$ cat src/rtl/video_tim_gen.sv
// Line/frame timing generator for one video axis: sync, gate, done, in-gate pixel index, sticky overrun.
// Define VIDEO_TIM_GEN_POL_EN to add shadowed sync_pol/gate_pol output polarity inputs.
module video_tim_gen #(
    parameter int SW = 8,
    parameter int CW = 16
) (
    input  logic          clk,
    input  logic          rst,
    input  logic          ena,
    input  logic [SW-1:0] Tsync,
    input  logic [SW-1:0] Tgdel,
    input  logic [CW-1:0] Tgate,
    input  logic [CW-1:0] Tlen,
`ifdef VIDEO_TIM_GEN_POL_EN
    input  logic          sync_pol,
    input  logic          gate_pol,
`endif
    output logic          sync,
    output logic          gate,
    output logic          done,
    output logic [CW-1:0] gate_idx,
    output logic          ovr
);

    typedef enum logic [4:0] {
        IDLE = 5'b00001,
        SYNC = 5'b00010,
        GDEL = 5'b00100,
        GATE = 5'b01000,
        LEN  = 5'b10000
    } state_t;

    state_t        state, state_n;
    logic [CW-1:0] pcnt, pcnt_n;
    logic [CW:0]   pcnt_m1;
    logic [CW:0]   lcnt, lcnt_n, lcnt_m1;
    logic [SW-1:0] sh_tgdel, sh_tgdel_n;
    logic [CW-1:0] sh_tgate, sh_tgate_n;
    logic          sh_spol, sh_spol_n, sh_gpol, sh_gpol_n;
    logic          spol_in, gpol_in;
    logic          sync_n, gate_n, done_n, ovr_n, start;
    logic [CW-1:0] idx_n;
    logic          pexp, lexp;

`ifdef VIDEO_TIM_GEN_POL_EN
    assign spol_in = sync_pol;
    assign gpol_in = gate_pol;
`else
    assign spol_in = 1'b0;
    assign gpol_in = 1'b0;
`endif

    // Borrow out of the top bit marks the last cycle of a phase / line.
    assign pcnt_m1 = {1'b0, pcnt} - {{CW{1'b0}}, 1'b1};
    assign lcnt_m1 = lcnt - {{CW{1'b0}}, 1'b1};
    assign pexp    = pcnt_m1[CW];
    assign lexp    = lcnt_m1[CW];

    always_comb begin
        state_n    = state;
        pcnt_n     = pcnt;
        // Line counter saturates once expired so a long gate cannot wrap it.
        lcnt_n     = lcnt[CW] ? lcnt : lcnt_m1;
        sh_tgdel_n = sh_tgdel;
        sh_tgate_n = sh_tgate;
        sh_spol_n  = sh_spol;
        sh_gpol_n  = sh_gpol;
        done_n     = 1'b0;
        ovr_n      = ovr;
        idx_n      = gate_idx;
        start      = 1'b0;
        case (state)
            IDLE: start = 1'b1;
            SYNC: begin
                if (pexp) begin
                    state_n = GDEL;
                    pcnt_n  = CW'(sh_tgdel);
                end else begin
                    pcnt_n  = pcnt_m1[CW-1:0];
                end
            end
            GDEL: begin
                if (pexp) begin
                    state_n = GATE;
                    pcnt_n  = sh_tgate;
                    idx_n   = '0;
                end else begin
                    pcnt_n  = pcnt_m1[CW-1:0];
                end
            end
            GATE: begin
                idx_n  = gate_idx + {{(CW-1){1'b0}}, 1'b1};
                pcnt_n = pcnt_m1[CW-1:0];
                if (pexp) begin
                    idx_n = '0;
                    // Expiring exactly now is an on-time line; already expired is an overrun.
                    if (lexp) begin
                        start  = 1'b1;
                        done_n = 1'b1;
                        ovr_n  = ovr | lcnt[CW];
                    end else begin
                        state_n = LEN;
                    end
                end
            end
            LEN: begin
                if (lexp) begin
                    start  = 1'b1;
                    done_n = 1'b1;
                end
            end
            default: state_n = IDLE;
        endcase
        // Tsync and Tlen are consumed on the load edge, so their counters act as their shadows.
        if (start) begin
            state_n    = SYNC;
            pcnt_n     = CW'(Tsync);
            lcnt_n     = {1'b0, Tlen};
            sh_tgdel_n = Tgdel;
            sh_tgate_n = Tgate;
            sh_spol_n  = spol_in;
            sh_gpol_n  = gpol_in;
        end
        sync_n = (state_n == SYNC) ^ sh_spol_n;
        gate_n = (state_n == GATE) ^ sh_gpol_n;
    end

    always_ff @(posedge clk) begin
        if (rst) begin
            state    <= IDLE;
            pcnt     <= '0;
            lcnt     <= '0;
            sh_tgdel <= '0;
            sh_tgate <= '0;
            sh_spol  <= 1'b0;
            sh_gpol  <= 1'b0;
            sync     <= spol_in;
            gate     <= gpol_in;
            done     <= 1'b0;
            gate_idx <= '0;
            ovr      <= 1'b0;
        end else if (ena) begin
            state    <= state_n;
            pcnt     <= pcnt_n;
            lcnt     <= lcnt_n;
            sh_tgdel <= sh_tgdel_n;
            sh_tgate <= sh_tgate_n;
            sh_spol  <= sh_spol_n;
            sh_gpol  <= sh_gpol_n;
            sync     <= sync_n;
            gate     <= gate_n;
            done     <= done_n;
            gate_idx <= idx_n;
            ovr      <= ovr_n;
        end
    end

endmodule

$ cat config.mk
export PLATFORM = sky130hd
export DESIGN_NAME = video_tim_gen
export DESIGN_NICKNAME = d
export VERILOG_FILES = /design/src/rtl/video_tim_gen.sv
export SDC_FILE = /design/constraint.sdc
export NUM_CORES = 1
export LEC_CHECK = 0
export ABC_AREA = 1
export BUFFER_PORTS_ARGS = -buffer_cell sky130_fd_sc_hd__buf_4
export CAP_MARGIN = 0
export CORE_ASPECT_RATIO = 1.5
export CORE_MARGIN = 2
export CORE_UTILIZATION = 58
export DETAILED_ROUTE_END_ITERATION = 10
export PLACE_DENSITY = 0.81
export REMOVE_ABC_BUFFERS = 1
export SYNTH_ARGS = -nofsm -noshare
export SYNTH_HDL_FRONTEND = slang
export SYNTH_SLANG_ARGS = --single-unit
$ cat constraint.sdc
create_clock -name clk -period 3.15 [get_ports clk]
set_input_delay 0.1575 -clock clk [delete_from_list [all_inputs] [get_ports clk]]
set_output_delay 0.1575 -clock clk [all_outputs]
set_load 0.01 [all_outputs]
==> results by group <==
Timing
  – Max Clk Rate: 353 MHz
  – Final setup TNS: 0 ps
  – Setup-failing EPs final: 0
  – Max_slew headroom: 0.574
  – Clock Skew: 5.87 ps
  – RSZ-0062 raised after global routing: false
  – Final Hold Fails: 0
  – Final Max Tran Viols: 0
  – Final min period: 2830 ps
  – Final period utilization: 0.900
  – Slew at the pin with the worst max-slew slack: 639 ps

Pwr
  – PD cells: 543 mW/mm²
  – Total Power: 3.17 mW
  – Leakage: 2.65 nW
  – Peak supply drop: 372 µV

Route
  – Drt wl/cell: 13.8 µm
  – Drt drc: 0
  – DR iter-0 viols: 375
  – Post-Route WL: 13400 µm
  – Via count: 5338
  – Vias per inst: 5.49
  – Final ANT Viol Nets: 0
  – Drt pass-1 iters: 5

Clock network
  – CTS tree: yes
  – Worst-case clock buffer depth: 2
  – Worst skew pair latency: 340 ps
  – CTS buffer count: 9
  – CTS Sinks: 84
  – Root Driver: clkbuf_16
  – CTS H-tree depth: 3
  – Worst-path clk slew: 60 ps

Logic synthesis
  – Syn Inst Count: 800
  – Count of cell types in the netlist: 38
  – Cell Area, Synth: 0.00498 mm²
  – Sequential area share after synthesis: 0.337
  – EDFF count, synth: 0
  – Flops & latches, synth: 84
  – Ys flop type: dfxtp_1
  – Yosys top cell area share: 0.337
  – Fraction of registers with async set/reset: 0
  – Cell taking the most area after synthesis: dfxtp_1
  – Most common cell in the netlist: nand2_1
  – Avg Synthesized Cell Area: 6.23 µm²
  – Top cells by count, synth: 200 x nand2_1, 180 x nor2_1, 84 x dfxtp_1
  – Top cells by area, synth: dfxtp_1 34%, nand2_1 15%, nor2_1 14%
  – Synth Warn #: 0

Floorplan
  – Starting Density: 0.596
  – Placeable Area: 0.00836 mm²
  – Die Y-Extent: 118 µm
  – Die Area: 0.00936 mm²
  – Row cnt: 41
  – DIE WIDTH: 79.7 µm
  – Io pins: 71

Critical path
  – R2R Path End: sh_tgate[0]
  – R2R Setup Slk: 320 ps
  – R2R Path Start: lcnt[0]
  – Worst Path Required: 3380 ps
  – Setup crit start kind: flip-flop
  – CP arrival: 3060 ps
  – R2r worst-path depth: 16
  – Maximum fanout along the worst path: 24
  – CP Class: reg -> reg
  – Crit end category: flip-flop

Placement
  – PortBufs: 70
  – Area after DPL: 0.00553 mm²
  – Post-DP HPWL: 9930 µm
  – Final GP Congestion: 0.942

Job
  – Max-Cap Viols: 0

Worst hold path
  – Hold Startpoint: Tgate[5]
  – Hold depth: 3
  – Min-Delay Path Class: in -> reg
  – WHS Endpoint: sh_tgate[5]

Layout
  – Fillers: 766
  – Nets: 915
  – Share of cells above drive strength 1: 0.140
  – Fin area: 0.00584 mm²
  – Area delta synth->final: 17.1%
  – ANT cells: 0

Global route
  – First-pass GRT wire length: 22500 µm
  – Number of global-route vias before repair: 5118
  – Grt ovf: 0
  – Total GRT Usage: 0.296
  – Initial antenna violation count: 0
  – Largest net degree at the start of global routing: 27

Status
  – Status: finished, final reports clean
[critical path: stages (launching register included)]
cell	delay (ps)
dfxtp_1	320
inv_1	90
ha_1	220
inv_1	80
nor2_2	200
nand4_1	110
nor3_1	150
nand3b_1	100
ha_1	340
inv_1	50
nor2_1	130
nand2_2	110
nand3_4	130
nand2_4	150
buf_4	240
o21ai_0	220
a21oi_1	60
[layer usage]
layer,global-route usage,part of all wire,vias up
met5,0,0,-
met1,0.350,0.40,2446
met4,0.139,0.030,0
met3,0.0452,0.050,35
li1,-,-,2675
met2,0.513,0.52,182
[per-stage QoR]
stage | utilization | setup slack [ps] | hold WS [ps] | cells
floorplan | - | 322 | 227 | 768
global placement | 0.661 | 353 | 410 | 954
detailed placement | 0.661 | 164 | 415 | 954
CTS | 0.694 | 146 | 65.5 | 970
global route | 0.698 | 12.0 | 71.7 | 972
finish | 0.698 | 316 | 67.1 | 972
[layout make-up]
class,instances,area (µm²),area share
inverter,62,235,0.0403
multi-input combinational,622,2900,0.497
tap,107,134,0.0229
timing repair buffer,81,608,0.104
clock buffer,11,243,0.0416
clock inverter,5,37.5,0.00643
sequential,84,1680,0.288
[cell usage in the layout (no fill, tap or decap), types with 2 or more instances in the layout]
cell type   count
nand2_1       199
nor2_1        179
dfxtp_1        84
buf_4          81
inv_1          54
nand3_1        50
o21ai_0        49
a21oi_1        30
nor3_1         26
xor2_1         14
nand4_1        13
o21ai_1        13
clkbuf_16       9
xnor2_1         7
nand2_2         6
inv_2           6
nand3b_1        5
o21bai_1        5
ha_1            4
nor2_2          3
nor2_4          3
o211ai_1        3
nand2_4         2
clkinvlp_4      2
clkinv_4        2
[report_power, final]
part | switching (mW) | internal [mW]
clock | 0.439 | 0.557
combinational | 0.612 | 0.344
sequential | 0.0737 | 1.15
total | 1.12 | 2.05
[flip-flops by register name, summed over array words and instances (netlist names), 5 cells and up]
signal	cells
gate_idx	16
lcnt	17
state	5
sh_tgdel	8
sh_tgate	16
pcnt	16
[cell families after synthesis]
logic type	share of synthesized area
adder cells (fa/ha/maj)	0.0100
AND/OR/NAND/NOR	0.422
buffers and inverters	0.0836
AO/OA/AOI/OAI	0.110
XOR/XNOR	0.0369
flip-flops	0.337
[worst max path at each step]
stage	from	to	slack, ps	depth (start not counted)
3_5_place_dp	lcnt[0]	lcnt[9]	160	17
6_report	lcnt[0]	sh_tgate[0]	320	16
4_1_cts	lcnt[0]	lcnt[9]	150	17
2_1_floorplan	lcnt[0]	pcnt[2]	320	16
5_1_grt	lcnt[0]	sh_tgate[0]	10	16
3_3_place_gp	lcnt[0]	lcnt[13]	350	17
[repair_timing]
| item | in CTS | in global routing |
|---|---|---|
| buffers inserted | 0 | 2 |
| endpoints found under the setup margin | 0 | 52 |
| resized for setup | 0 | 5 |
| hold buffers | 0 | 0 |
(Power assumes the default switching activity.)
